<file path="src/rtl/fxp_arith_unit.sv">
// Signed fixed-point add/sub (1 cycle) and iterative restoring divide.
// Define FXP_ARITH_DIVZERO_EN to add the div_by_zero output pulse.
module fxp_arith_unit #(
    parameter int WIIA  = 10,
    parameter int WIFA  = 11,
    parameter int WIIB  = 8,
    parameter int WIFB  = 12,
    parameter int WOI   = 9,
    parameter int WOF   = 10,
    parameter int ROUND = 1
) (
    input  logic                   clk,
    input  logic                   rst,
    input  logic                   start,
    input  logic [1:0]             op,
    input  logic [WIIA+WIFA-1:0]   ina,
    input  logic [WIIB+WIFB-1:0]   inb,
    output logic                   busy,
    output logic                   out_valid,
    output logic [WOI+WOF-1:0]     out,
    output logic                   overflow
`ifdef FXP_ARITH_DIVZERO_EN
    ,
    output logic                   div_by_zero
`endif
);
    localparam int AW  = WIIA + WIFA;
    localparam int BW  = WIIB + WIFB;
    localparam int OW  = WOI + WOF;
    localparam int CI  = ((WIIA > WIIB) ? WIIA : WIIB) + 1;
    localparam int CF  = (WIFA > WIFB) ? WIFA : WIFB;
    localparam int FF  = (CF > WOF) ? CF : WOF + 1;
    localparam int SI  = ((CI > WOI) ? CI : WOI) + 1;
    localparam int SW  = SI + FF;
    localparam int NQ  = OW + 1;
    localparam int SH  = WIFB - WIFA + WOF + 1;
    localparam int SA  = (SH > 0) ? SH : 0;
    localparam int SB  = (SH < 0) ? -SH : 0;
    localparam int NW  = AW + SA;
    localparam int DW  = BW + SB + NQ - 1;
    localparam int W   = ((NW > DW) ? NW : DW) + 1;
    localparam int CNW = $clog2(NQ);

    localparam logic signed [SW-1:0] MAXS = SW'({(OW-1){1'b1}});
    localparam logic signed [SW-1:0] MINS = ~MAXS;
    localparam logic [SW-1:0] HALF =
        (ROUND != 0) ? (SW'(1) << (FF - WOF - 1)) : '0;

    typedef enum logic [1:0] {IDLE, DIV_RUN, DIV_FIN} state_t;

    state_t           state_q, state_d;
    logic [W-1:0]     r_q, r_d, dsh_q, dsh_d, db_q, db_d;
    logic [NQ-1:0]    q_q, q_d;
    logic [CNW-1:0]   cnt_q, cnt_d;
    logic             neg_q, neg_d, dz_q, dz_d;
    logic [OW-1:0]    out_q, out_d;
    logic             ovf_q, ovf_d, vld_q, vld_d;

    function automatic logic [OW:0] saturate(input logic signed [SW-1:0] v);
        if (v > MAXS) return {1'b1, MAXS[OW-1:0]};
        if (v < MINS) return {1'b1, MINS[OW-1:0]};
        return {1'b0, v[OW-1:0]};
    endfunction

    logic signed [SW-1:0] a_ext, b_ext, sum, rnd;
    logic [OW:0]          add_sat;

    always_comb begin
        a_ext = $signed({{(SW-AW){ina[AW-1]}}, ina}) <<< (FF - WIFA);
        b_ext = $signed({{(SW-BW){inb[BW-1]}}, inb}) <<< (FF - WIFB);
        sum   = (op == 2'b01) ? a_ext - b_ext : a_ext + b_ext;
        rnd   = (sum + $signed(HALF)) >>> (FF - WOF);
        add_sat = saturate(rnd);
    end

    logic [AW-1:0]        abs_a;
    logic [BW-1:0]        abs_b;
    logic [NQ:0]          q_inc;
    logic [NQ-1:0]        mag;
    logic signed [SW-1:0] dval;
    logic                 qov;
    logic [OW:0]          div_sat;

    always_comb begin
        abs_a = ina[AW-1] ? -ina : ina;
        abs_b = inb[BW-1] ? -inb : inb;
        q_inc = {1'b0, q_q} + {{NQ{1'b0}}, (ROUND != 0)};
        mag   = q_inc[NQ:1];
        dval  = neg_q ? -$signed(SW'(mag)) : $signed(SW'(mag));
        // Quotient did not fit NQ bits, or divisor was zero.
        qov   = dz_q || (r_q >= db_q);
        if (qov)
            div_sat = {1'b1, neg_q ? MINS[OW-1:0] : MAXS[OW-1:0]};
        else
            div_sat = saturate(dval);
    end

    always_comb begin
        state_d = state_q;
        r_d     = r_q;
        dsh_d   = dsh_q;
        db_d    = db_q;
        q_d     = q_q;
        cnt_d   = cnt_q;
        neg_d   = neg_q;
        dz_d    = dz_q;
        out_d   = out_q;
        ovf_d   = ovf_q;
        vld_d   = 1'b0;
        unique case (state_q)
            IDLE: begin
                if (start && op == 2'b10) begin
                    r_d     = W'(abs_a) << SA;
                    db_d    = W'(abs_b) << SB;
                    dsh_d   = W'(abs_b) << (SB + NQ - 1);
                    q_d     = '0;
                    cnt_d   = CNW'(NQ - 1);
                    dz_d    = (inb == '0);
                    neg_d   = (inb == '0) ? ina[AW-1]
                                          : ina[AW-1] ^ inb[BW-1];
                    state_d = DIV_RUN;
                end else if (start) begin
                    out_d = add_sat[OW-1:0];
                    ovf_d = add_sat[OW];
                    vld_d = 1'b1;
                end
            end
            DIV_RUN: begin
                if (r_q >= dsh_q) begin
                    r_d = r_q - dsh_q;
                    q_d = {q_q[NQ-2:0], 1'b1};
                end else begin
                    q_d = {q_q[NQ-2:0], 1'b0};
                end
                dsh_d = dsh_q >> 1;
                cnt_d = cnt_q - 1'b1;
                if (cnt_q == '0) state_d = DIV_FIN;
            end
            DIV_FIN: begin
                out_d   = div_sat[OW-1:0];
                ovf_d   = div_sat[OW];
                vld_d   = 1'b1;
                state_d = IDLE;
            end
            default: state_d = IDLE;
        endcase
    end

    always_ff @(posedge clk or posedge rst) begin
        if (rst) begin
            state_q <= IDLE;
            r_q     <= '0;
            dsh_q   <= '0;
            db_q    <= '0;
            q_q     <= '0;
            cnt_q   <= '0;
            neg_q   <= 1'b0;
            dz_q    <= 1'b0;
            out_q   <= '0;
            ovf_q   <= 1'b0;
            vld_q   <= 1'b0;
        end else begin
            state_q <= state_d;
            r_q     <= r_d;
            dsh_q   <= dsh_d;
            db_q    <= db_d;
            q_q     <= q_d;
            cnt_q   <= cnt_d;
            neg_q   <= neg_d;
            dz_q    <= dz_d;
            out_q   <= out_d;
            ovf_q   <= ovf_d;
            vld_q   <= vld_d;
        end
    end

`ifdef FXP_ARITH_DIVZERO_EN
    logic dzo_q;
    always_ff @(posedge clk or posedge rst) begin
        if (rst) dzo_q <= 1'b0;
        else     dzo_q <= (state_q == DIV_FIN) && dz_q;
    end
    assign div_by_zero = dzo_q;
`endif

    assign busy      = (state_q != IDLE);
    assign out_valid = vld_q;
    assign out       = out_q;
    assign overflow  = ovf_q;
endmodule

</file>
<file path="config.mk">
export PLATFORM = sky130hd
export DESIGN_NAME = fxp_arith_unit
export DESIGN_NICKNAME = d
export VERILOG_FILES = /design/src/rtl/fxp_arith_unit.sv
export SDC_FILE = /design/constraint.sdc
export NUM_CORES = 1
export LEC_CHECK = 0
export CORE_MARGIN = 3
export CORE_UTILIZATION = 45
export CTS_CLUSTER_DIAMETER = 200
export DETAILED_ROUTE_END_ITERATION = 7
export DONT_BUFFER_PORTS = 1
export GPL_ROUTABILITY_DRIVEN = 0
export PLACE_DENSITY_LB_ADDON = 0.12
export RECOVER_POWER = 50
export SETUP_SLACK_MARGIN = 0.02
export SYNTH_ARGS = -nofsm -noshare
export SYNTH_HDL_FRONTEND = slang
export SYNTH_SLANG_ARGS = --single-unit
</file>
<file path="constraint.sdc">
create_clock -name clk -period 5.7 [get_ports clk]
set_input_delay 0.57 -clock clk [delete_from_list [all_inputs] [get_ports clk]]
set_output_delay 0.57 -clock clk [all_outputs]
set_load 0.005 [all_outputs]
</file>
==> run_results.csv <==
group,metric,value,unit
synthesis,synth_ff_type,"dfrtp_1",
global_routing,antenna_found_initial,0,
global_routing,grt_max_degree,89,
layout,layout-drive-gt1-share,5.904,%
synthesis,synth_cell_type_count,89,
layout,num_antenna_cells,0,
pwr,ir_drop,0.0003078,V
worst_hold_path,min_path_type,"in -> reg",
setup_path,start_kind,"input pin",
synthesis,synth-edff-count,0,
timing,finalCriticalPeriod,4.343,ns
synthesis,syn_area,13510,um^2
setup_path,r2r_slack,1.61,ns
layout,final_common_cell,"nand2_1",
clocking,root_buffer,"clkbuf_16",
setup_path,worstPathCellList,"nor2b_2 > o21ai_0 > o32ai_2 > xor2_1 > o2111a_2 > nand4_1 > or3_4 > a211oi_2 > and2_1 > a211oi_1",
setup_path,end_kind,"flip-flop",
placed_design,port_buffers,0,
layout,nets,1788,
global_routing,gr-usage-met1,37.87,%
clocking,cts_buffers,17,
routing,drt_iter0_markers,898,
clocking,clock_latency,0.45,ns
timing,setup_viol_count_final,0,
die,ioPinCount,68,
setup_path,crit_required,5.98,ns
setup_path,path_buf_inv,0,
die,die_area,32140,um^2
layout,nFillCells,2938,
global_routing,grt_use_total,26.04,%
timing,worst_slew_pin_slew,4.170,ns
setup_path,critPathMaxFanout,22,
global_routing,grt_pass1_vias,11640,
run_status,failed_checks,"max-capacitance violations, max-slew violations",
timing,relSlewSlack,-179.5,%
setup_path,cp_slowest_cell,"nor2b_2",
timing,fin_crit_sh,76.20,%
routing,drt_pre_antenna_iters,5,
timing,hold_violations,0,
pwr,powerDensity,574.7,nW/um^2
global_routing,grt_overflow,0,
global_routing,met2_usage,38.21,%
setup_path,worstSetupPathType,"in -> reg",
routing,ant_nets,0,
routing,routedWlPerCell,20.02,um
die,start_util,46.33,%
setup_path,max_stage_delay,0.82,ns
clocking,clk_pin_slew,0.06,ns
clocking,cts_buffer_depth,2,
timing,finalSetupTns,0,ns
pwr,power,8.197,mW
layout,mostFrequentLayoutCells,"nand2_1 (200), o21ai_0 (151), dfrtp_1 (149)",
clocking,holdBufCountCts,0,
routing,avgViaCountPerCell,5.960,
die,die_h,179.3,um
timing,fmax,230.2,MHz
clocking,htreeDepth,4,
routing,dr_total_vias,12081,
routing,drcViolationCount,0,
placed_design,dp_hpwl,30920,um
job,cap_violations,3,
synthesis,ys_ff_latch,149,
clocking,post_cts_buffers,0,
synthesis,synth_cells,1699,
clocking,cts_resized,0,
global_routing,grt_pass1_wl,65600,um
synthesis,ys_seq_area_share,27.59,%
global_routing,top_usage_layer,"met2",
synthesis,synth_nets,1856,
die,chipWidth,179.3,um
synthesis,syn_avg_cell_area,7.953,um^2
clocking,cts_tree,"built",
die,coreArea,29170,um^2
layout,areaGrowthSynthToFinish,5.556,%
pwr,power.leakage,6.164,nW
setup_path,worstPathArrival,4.63,ns
synthesis,yosysWarningCount,0,
timing,drv_slew,208,
timing,finClkSkew,0.01358,ns
die,rows,62,
run_status,status,"complete, but fails checks",
clocking,cts.sinks,149,
global_routing,grtUsageMet3,6.290,%
routing,drt-total-wl,40580,um
synthesis,async_flop_share,100.0,%
setup_path,critPathTopFamily,"simple AND/OR/NAND/NOR gates",
timing,rsz0062_at_grt,"no",
## report_power, final
part	switching, mW	internal, mW	leakage (nW)
combinational	2.88	2.04	4.01
clock	0.462	0.743	0.305
sequential	0.522	1.55	1.85
## kinds of logic after synthesis
family,after synthesis,synth area share [%]
XOR/XNOR,138,9.250
flip-flops,149,27.59
AND/OR/NAND/NOR,554,19.75
multiplexers,7,0.5185
buffers and inverters,216,6.648
AO/OA/AOI/OAI,524,25.80
adder cells (fa/ha/maj),111,10.44
## worst paths after layout
check,from,depth (start not counted),endpoint
setup / recovery,op[0],10,out[17]
hold / removal,inb[17],3,dz_q
setup reg to reg,r_q[10],13,r_q[35]
hold reg to reg,cnt_q[4],1,cnt_q[4]
max in group asynchronous,rst,2,out[13]
min in group asynchronous,rst,1,cnt_q[0]
## per-stage QoR
stage	hold slack, ns	area, um^2	util [%]	cells	setup WS [ns]
6_report	0.3196	14260	48.90	2027	1.357
5_1_grt	0.3078	14260	48.90	2027	0.6999
4_1_cts	0.1877	14270	48.94	2027	1.420
3_5_place_dp	0.4660	13650	46.81	1996	0.9504
3_3_place_gp	0.4608	13650	46.81	1996	1.018
2_1_floorplan	0.4456	13510	-	1699	1.122
## metal layers
layer | wire length, um | up-vias
li1 | - | 5895
met1 | 19600 | 5806
met2 | 17390 | 324
met3 | 2604 | 56
met4 | 986 | 0
met5 | 0 | -
## registers in the layout, indices dropped and copies added, names as in the netlist
register and count:
cnt_q 5, db_q 20, dsh_q 39, dz_q 1
neg_q 1, out 19, out_valid 1, overflow 1
q_q 20, r_q 40, state_q 2
## synthesized netlist by cell type, types with 7 or more instances
cell type | count | area, um^2
nand2_1 | 200 | 750.7
nand2b_1 | 22 | 137.6
clkbuf_1 | 63 | 236.5
nor4_1 | 23 | 143.9
o21a_1 | 17 | 127.6
a21boi_0 | 11 | 82.58
a211oi_2 | 12 | 150.1
xnor2_1 | 87 | 762.0
mux2i_1 | 7 | 70.07
and2_1 | 9 | 56.30
a221o_1 | 16 | 160.2
xor2_1 | 47 | 411.6
a21o_1 | 52 | 390.4
nand4_1 | 28 | 175.2
a31oi_1 | 23 | 143.9
ha_1 | 108 | 1351
or4_1 | 10 | 75.07
o31ai_1 | 21 | 157.7
and3_1 | 15 | 93.84
or2_2 | 10 | 62.56
nor3_1 | 22 | 110.1
o21ai_0 | 151 | 755.7
nand3_1 | 49 | 245.2
nor2b_1 | 20 | 125.1
dfrtp_1 | 149 | 3729
buf_2 | 18 | 90.09
o21bai_1 | 13 | 97.59
inv_1 | 120 | 450.4
a21oi_1 | 110 | 550.5
a211oi_1 | 9 | 67.56
nor2_1 | 119 | 446.7
o211ai_1 | 16 | 120.1
o31a_1 | 11 | 96.34
## worst reg2reg max path, cell delays in order (launching register included)
cell      delay, ns
dfrtp_1        0.40
ha_1           0.39
a21o_1         0.21
a21o_1         0.18
a211oi_1       0.49
nor3_1         0.16
o41a_1         0.22
o41ai_2        0.49
o31a_1         0.34
o211ai_1       0.19
a31o_2         0.30
a21o_1         0.19
or2_0          0.19
a31o_2         0.24
## area by class of cell
| class | count | area [um^2] | share of cell area [%] |
|---|---|---|---|
| multi-input combinational | 1334 | 8922 | 62.55 |
| sequential | 149 | 3729 | 26.14 |
| clock buffer | 23 | 498.0 | 3.491 |
| tap | 384 | 480.5 | 3.368 |
| inverter | 120 | 451.7 | 3.167 |
| clock inverter | 8 | 121.4 | 0.8509 |
| timing repair buffer | 9 | 61.31 | 0.4298 |
No activity file was read; power rests on OpenSTA's default activity.
